File: config.mk
export PLATFORM = sky130hd
export DESIGN_NAME = simple_bus_flat
export DESIGN_NICKNAME = d
export VERILOG_FILES = /design/src/rtl/simple_bus_if.sv /design/src/rtl/simple_bus.sv /design/src/flat_wrapper.sv
export SDC_FILE = /design/constraint.sdc
export NUM_CORES = 1
export LEC_CHECK = 0
export BUFFER_PORTS_ARGS = -buffer_cell sky130_fd_sc_hd__buf_2
export CORE_AREA = 2 2 105 107
export CTS_CLUSTER_DIAMETER = 200
export DETAILED_ROUTE_END_ITERATION = 8
export DIE_AREA = 0 0 107 109
export GPL_TIMING_DRIVEN = 0
export SYNTH_ARGS = -nofsm -noshare
export SYNTH_HDL_FRONTEND = slang
export SYNTH_SLANG_ARGS = --single-unit
File: constraint.sdc
create_clock -name clk_i -period 5.4 [get_ports clk_i]
set_input_delay 1.62 -clock clk_i [delete_from_list [all_inputs] [get_ports clk_i]]
set_output_delay 1.62 -clock clk_i [all_outputs]
set_load 0.01 [all_outputs]
File: src/rtl/simple_bus_if.sv
// simple_bus_if: host-side and device-side signal bundle of the simple_bus interconnect.
// The slave modport is the bus view; master is the view of the hosts/devices around it.
interface simple_bus_if #(
    parameter int NrHosts      = 1,
    parameter int NrDevices    = 1,
    parameter int DataWidth    = 32,
    parameter int AddressWidth = 32
);
    localparam int BeWidth = DataWidth / 8;

    logic [NrHosts-1:0]      host_req_i;
    logic [NrHosts-1:0]      host_gnt_o;
    logic [AddressWidth-1:0] host_addr_i   [NrHosts];
    logic [NrHosts-1:0]      host_we_i;
    logic [BeWidth-1:0]      host_be_i     [NrHosts];
    logic [DataWidth-1:0]    host_wdata_i  [NrHosts];
    logic [NrHosts-1:0]      host_rvalid_o;
    logic [DataWidth-1:0]    host_rdata_o  [NrHosts];
    logic [NrHosts-1:0]      host_err_o;

    logic [NrDevices-1:0]    device_req_o;
    logic [AddressWidth-1:0] device_addr_o  [NrDevices];
    logic [NrDevices-1:0]    device_we_o;
    logic [BeWidth-1:0]      device_be_o    [NrDevices];
    logic [DataWidth-1:0]    device_wdata_o [NrDevices];
    logic [NrDevices-1:0]    device_rvalid_i;
    logic [DataWidth-1:0]    device_rdata_i [NrDevices];
    logic [NrDevices-1:0]    device_err_i;

    modport slave (
        input  host_req_i, host_addr_i, host_we_i, host_be_i, host_wdata_i,
        output host_gnt_o, host_rvalid_o, host_rdata_o, host_err_o,
        output device_req_o, device_addr_o, device_we_o, device_be_o, device_wdata_o,
        input  device_rvalid_i, device_rdata_i, device_err_i
    );

    modport master (
        output host_req_i, host_addr_i, host_we_i, host_be_i, host_wdata_i,
        input  host_gnt_o, host_rvalid_o, host_rdata_o, host_err_o,
        input  device_req_o, device_addr_o, device_we_o, device_be_o, device_wdata_o,
        output device_rvalid_i, device_rdata_i, device_err_i
    );
endinterface

File: src/rtl/simple_bus.sv
// simple_bus: fixed-priority NrHosts-to-NrDevices interconnect, combinational request, 1-cycle response.
// Define BUS_DECODE_ERR_EN to make unmapped accesses complete with host_err_o=1.
module simple_bus #(
    parameter int NrDevices    = 1,
    parameter int NrHosts      = 1,
    parameter int DataWidth    = 32,
    parameter int AddressWidth = 32
) (
    input  logic                    clk_i,
    input  logic                    rst_ni,
    simple_bus_if.slave             bus,
    input  logic [AddressWidth-1:0] cfg_device_addr_base [NrDevices],
    input  logic [AddressWidth-1:0] cfg_device_addr_mask [NrDevices]
);
    localparam int HostIdxW = (NrHosts > 1) ? $clog2(NrHosts) : 1;
    localparam int DevIdxW  = (NrDevices > 1) ? $clog2(NrDevices) : 1;

`ifdef BUS_DECODE_ERR_EN
    localparam logic DecodeErr = 1'b1;
`else
    localparam logic DecodeErr = 1'b0;
`endif

    logic                    winValid;
    logic [HostIdxW-1:0]     winIdx;
    logic [AddressWidth-1:0] winAddr;
    logic                    devHit;
    logic [DevIdxW-1:0]      devIdx;

    logic                    pending_q, pending_d;
    logic                    miss_q, miss_d;
    logic [HostIdxW-1:0]     hostSel_q, hostSel_d;
    logic [DevIdxW-1:0]      devSel_q, devSel_d;

    // Downward loops let the lowest index overwrite, giving fixed priority.
    always_comb begin
        winValid = 1'b0;
        winIdx   = '0;
        for (int h = NrHosts - 1; h >= 0; h--) begin
            if (bus.host_req_i[h]) begin
                winValid = 1'b1;
                winIdx   = HostIdxW'(h);
            end
        end
    end

    assign winAddr = bus.host_addr_i[winIdx];

    always_comb begin
        devHit = 1'b0;
        devIdx = '0;
        for (int d = NrDevices - 1; d >= 0; d--) begin
            if ((winAddr & cfg_device_addr_mask[d]) == cfg_device_addr_base[d]) begin
                devHit = 1'b1;
                devIdx = DevIdxW'(d);
            end
        end
    end

    always_comb begin
        bus.host_gnt_o = '0;
        if (winValid) begin
            bus.host_gnt_o[winIdx] = 1'b1;
        end
    end

    always_comb begin
        bus.device_req_o = '0;
        if (winValid && devHit) begin
            bus.device_req_o[devIdx] = 1'b1;
        end
        for (int d = 0; d < NrDevices; d++) begin
            bus.device_addr_o[d]  = winAddr;
            bus.device_we_o[d]    = bus.host_we_i[winIdx];
            bus.device_be_o[d]    = bus.host_be_i[winIdx];
            bus.device_wdata_o[d] = bus.host_wdata_i[winIdx];
        end
    end

    always_comb begin
        pending_d = winValid;
        miss_d    = winValid & ~devHit;
        hostSel_d = winValid ? winIdx : hostSel_q;
        devSel_d  = winValid ? devIdx : devSel_q;
    end

    always_ff @(posedge clk_i or negedge rst_ni) begin
        if (!rst_ni) begin
            pending_q <= 1'b0;
            miss_q    <= 1'b0;
            hostSel_q <= '0;
            devSel_q  <= '0;
        end else begin
            pending_q <= pending_d;
            miss_q    <= miss_d;
            hostSel_q <= hostSel_d;
            devSel_q  <= devSel_d;
        end
    end

    // A miss is answered by the bus itself; otherwise the selected device is steered through.
    always_comb begin
        bus.host_rvalid_o = '0;
        bus.host_err_o    = '0;
        for (int h = 0; h < NrHosts; h++) begin
            bus.host_rdata_o[h] = '0;
        end
        if (pending_q) begin
            if (miss_q) begin
                bus.host_rvalid_o[hostSel_q] = 1'b1;
                bus.host_err_o[hostSel_q]    = DecodeErr;
            end else begin
                bus.host_rvalid_o[hostSel_q] = bus.device_rvalid_i[devSel_q];
                bus.host_rdata_o[hostSel_q]  = bus.device_rdata_i[devSel_q];
                bus.host_err_o[hostSel_q]    = bus.device_err_i[devSel_q];
            end
        end
    end
endmodule

File: src/flat_wrapper.sv
// flat-port wrapper written by rule: the top's interface ports become plain ports
module simple_bus_flat 
#(
    parameter int NrDevices    = 1,
    parameter int NrHosts      = 1,
    parameter int DataWidth    = 32,
    parameter int AddressWidth = 32
)
  (clk_i, rst_ni, cfg_device_addr_base, cfg_device_addr_mask, bus_host_req_i, bus_host_addr_i, bus_host_we_i, bus_host_be_i, bus_host_wdata_i, bus_host_gnt_o, bus_host_rvalid_o, bus_host_rdata_o, bus_host_err_o, bus_device_req_o, bus_device_addr_o, bus_device_we_o, bus_device_be_o, bus_device_wdata_o, bus_device_rvalid_i, bus_device_rdata_i, bus_device_err_i);
  simple_bus_if #(.NrHosts(NrHosts), .NrDevices(NrDevices), .DataWidth(DataWidth), .AddressWidth(AddressWidth)) bus_i ();
  input  logic clk_i;
  input  logic rst_ni;
  input  logic [AddressWidth-1:0] cfg_device_addr_base[NrDevices];
  input  logic [AddressWidth-1:0] cfg_device_addr_mask[NrDevices];
  input wire logic [$bits(bus_i.host_req_i)-1:0] bus_host_req_i;
  input wire logic [$bits(bus_i.host_addr_i)-1:0] bus_host_addr_i;
  input wire logic [$bits(bus_i.host_we_i)-1:0] bus_host_we_i;
  input wire logic [$bits(bus_i.host_be_i)-1:0] bus_host_be_i;
  input wire logic [$bits(bus_i.host_wdata_i)-1:0] bus_host_wdata_i;
  output wire logic [$bits(bus_i.host_gnt_o)-1:0] bus_host_gnt_o;
  output wire logic [$bits(bus_i.host_rvalid_o)-1:0] bus_host_rvalid_o;
  output wire logic [$bits(bus_i.host_rdata_o)-1:0] bus_host_rdata_o;
  output wire logic [$bits(bus_i.host_err_o)-1:0] bus_host_err_o;
  output wire logic [$bits(bus_i.device_req_o)-1:0] bus_device_req_o;
  output wire logic [$bits(bus_i.device_addr_o)-1:0] bus_device_addr_o;
  output wire logic [$bits(bus_i.device_we_o)-1:0] bus_device_we_o;
  output wire logic [$bits(bus_i.device_be_o)-1:0] bus_device_be_o;
  output wire logic [$bits(bus_i.device_wdata_o)-1:0] bus_device_wdata_o;
  input wire logic [$bits(bus_i.device_rvalid_i)-1:0] bus_device_rvalid_i;
  input wire logic [$bits(bus_i.device_rdata_i)-1:0] bus_device_rdata_i;
  input wire logic [$bits(bus_i.device_err_i)-1:0] bus_device_err_i;
  assign bus_i.host_req_i = bus_host_req_i;
  assign bus_i.host_addr_i = {>>{bus_host_addr_i}};
  assign bus_i.host_we_i = bus_host_we_i;
  assign bus_i.host_be_i = {>>{bus_host_be_i}};
  assign bus_i.host_wdata_i = {>>{bus_host_wdata_i}};
  assign bus_host_gnt_o = bus_i.host_gnt_o;
  assign bus_host_rvalid_o = bus_i.host_rvalid_o;
  assign bus_host_rdata_o = {>>{bus_i.host_rdata_o}};
  assign bus_host_err_o = bus_i.host_err_o;
  assign bus_device_req_o = bus_i.device_req_o;
  assign bus_device_addr_o = {>>{bus_i.device_addr_o}};
  assign bus_device_we_o = bus_i.device_we_o;
  assign bus_device_be_o = {>>{bus_i.device_be_o}};
  assign bus_device_wdata_o = {>>{bus_i.device_wdata_o}};
  assign bus_i.device_rvalid_i = bus_device_rvalid_i;
  assign bus_i.device_rdata_i = {>>{bus_device_rdata_i}};
  assign bus_i.device_err_i = bus_device_err_i;
  simple_bus #(.NrDevices(NrDevices), .NrHosts(NrHosts), .DataWidth(DataWidth), .AddressWidth(AddressWidth)) u_core (.clk_i(clk_i), .rst_ni(rst_ni), .bus(bus_i), .cfg_device_addr_base(cfg_device_addr_base), .cfg_device_addr_mask(cfg_device_addr_mask));
endmodule
==> results.toml <==
[worst_setup_path]
critPathSlowestCell = "nor4_2"
cp_max_fo = 3
worstPathRequired_ns = 3.78
start_kind = "input pin"
worstPathCellList = "buf_2, a21o_1, a211oi_2, nand4_1, nor4_2, and2_1, buf_2"
cp_num_buf_inv = 2
critPathCaptureType = "primary output"
cp_top_family = "simple AND/OR/NAND/NOR gates"
cpPeakStageDelay_ns = 0.36
crit_top_cell = "buf_2"
crit_arrival_ns = 2.92
worst-setup-path-type = "input pin to primary output"

[sta]
hold_viol_final = 0
slew_violations = 0
fmax_ghz = 0.220
fin_crit_ns = 4.54
maxSlewHeadroom = 0.674
setup_tns_ns = 0
setup_viol = 0
rsz0062_at_grt = "no"
tightest_slew_ns = 0.487
period_share = 0.840

[cts]
cts_setup_buffers = 0
cts_tree = "yes"
clk_pin_slew_ns = 0.03
ctsHtreeMaxLevel = 1
cts_buffers = 3
cts_root_buffer = "clkbuf_8"
ctsResizeCount = 0
cts_hold_buf = 0
cts.sinks = 2
cts_max_path_buffers = 2

[drt]
met1_length_um = 2050
via_count = 2199
vias_per_cell = 3.81
wl_met2_um = 3150
met3WireLength_um = 574
drt-pass1-iter-count = 4
drc = 0
wl_per_cell_um = 10.0
wirelength_um = 5800
topRoutingLayerUsed = "met4"
drt_iter0_drc = 32
ant_nets = 0

[power]
seqPwrFrac = 0.061
clock_power_share = 0.222
peakVddDrop_uv = 43.0
power.density_mw_per_mm2 = 93.7
comb_power_share = 0.717
p_sw_mw = 0.0896
swShare = 0.338
leakagePower_nw = 1.78
intPower_mw = 0.175
p_total_mw = 0.265

[logic_synthesis]
ys_types = 18
synthesis.nets = 367
synth_seq_cells = 2
syn_area_per_cell_um2 = 7.23
syn_inst = 197
netlist_area_mm2 = 0.00142
ys_warn_count = 0
yosysSeqAreaShare = 0.0351

[place]
hpwl_um = 5350
gp_congestion = 0.693
port_buffers = 237

[global_routing]
grt_pass1_vias = 1909
grt_antenna_before_repair = 0
grt.overflow.total = 0
grt_usage = 0.0821
grt_pass1_wl_um = 7840
grt_max_degree = 11

[flow_run]
maxCapViolCount = 0

[worst_hold_path]
hold_path.class = "input pin to asynchronous set/reset pin"

[finish]
fin_nets = 609
n_antenna_cell = 0
fin_util = 0.267
final_cell_mix = "237 x buf_2, 70 x buf_4, 34 x and2_1"
final_common_cell = "buf_2"
area_delta_synth_final_pct = 98.5
drive_above_1_share = 0.723

[floorplan]
fp.dieH_um = 109
start_util = 0.134
row_count = 38
io_pins = 275
core-area_mm2 = 0.0106
die_x_um = 107
die_area_mm2 = 0.0117

[status]
status = "complete, no violations"
## area by class of cell
class	instances	area, um^2
well taps	140	175
multi-input cells	122	837
repair buffers	237	1190
flip-flops and latches	2	50.0
fillers	1163	7780
plain buffers	73	537
clock buffers	3	41.3
## power groups by stage
| stage | registers [mW] | logic, mW | clock network [mW] |
|---|---|---|---|
| 6_report | 0.0162 | 0.190 | 0.0587 |
| 3_5_place_dp | 0.0164 | 0.191 | 0 |
| 5_1_grt | 0.0163 | 0.209 | 0.0616 |
| 3_3_place_gp | 0.0164 | 0.188 | 0 |
| 4_1_cts | 0.0162 | 0.192 | 0.0616 |
| 2_1_floorplan | 0.0163 | 0.0948 | 0 |
## metal layers
layer | track usage | vias up
met4 | 0.0195 | 0
met2 | 0.168 | 141
met5 | 0 | -
met3 | 0.0114 | 4
met1 | 0.0876 | 945
li1 | - | 1109
## stage by stage
stage / instance area [um^2] / std cells / hold slack [ns] / setup slack [ns]
floorplan: 1420 / 197 / 1.32 / 1.23
global placement: 2790 / 574 / 1.41 / 0.803
detailed placement: 2790 / 574 / 1.41 / 0.796
CTS: 2830 / 577 / 1.18 / 0.790
global route: 2830 / 577 / 1.19 / 0.678
finish: 2830 / 577 / 1.19 / 0.864
## state kept, by name (all words and copies together), names as in the netlist
| register | cells |
|---|---|
| u_core.pending_q | 1 |
| u_core.miss_q | 1 |
## final timing paths
path                       cells after the start           startpoint                          to
min in group clk_i                             1       bus_host_req_i  u_core.pending_q$_DFF_PN0_
max in group asynchronous                      1               rst_ni  u_core.pending_q$_DFF_PN0_
worst min-delay path                           1               rst_ni     u_core.miss_q$_DFF_PN0_
worst max-delay path                           7  bus_host_addr_i[29]            bus_device_req_o
## Yosys cell counts, drive strengths merged
cell type	count	share of area
clkbuf	3	0.0079
and3	16	0.070
nand3	8	0.028
buf	70	0.37
nor4	1	0.0088
a21boi	8	0.042
dfrtp	2	0.035
and2	34	0.15
o22a	8	0.049
and3b	8	0.049
nand4	4	0.022
nor2b	2	0.0088
o21a	1	0.0053
a21o	8	0.042
a211oi	8	0.056
a21oi	16	0.056
## cells by family after synthesis
logic type	Yosys count	share of synthesized area
buffers and inverters	73	0.377
AOI/OAI and AO/OA	49	0.251
DFF	2	0.0352
and+or+nand+nor	73	0.337
(Power assumes the default switching activity.)
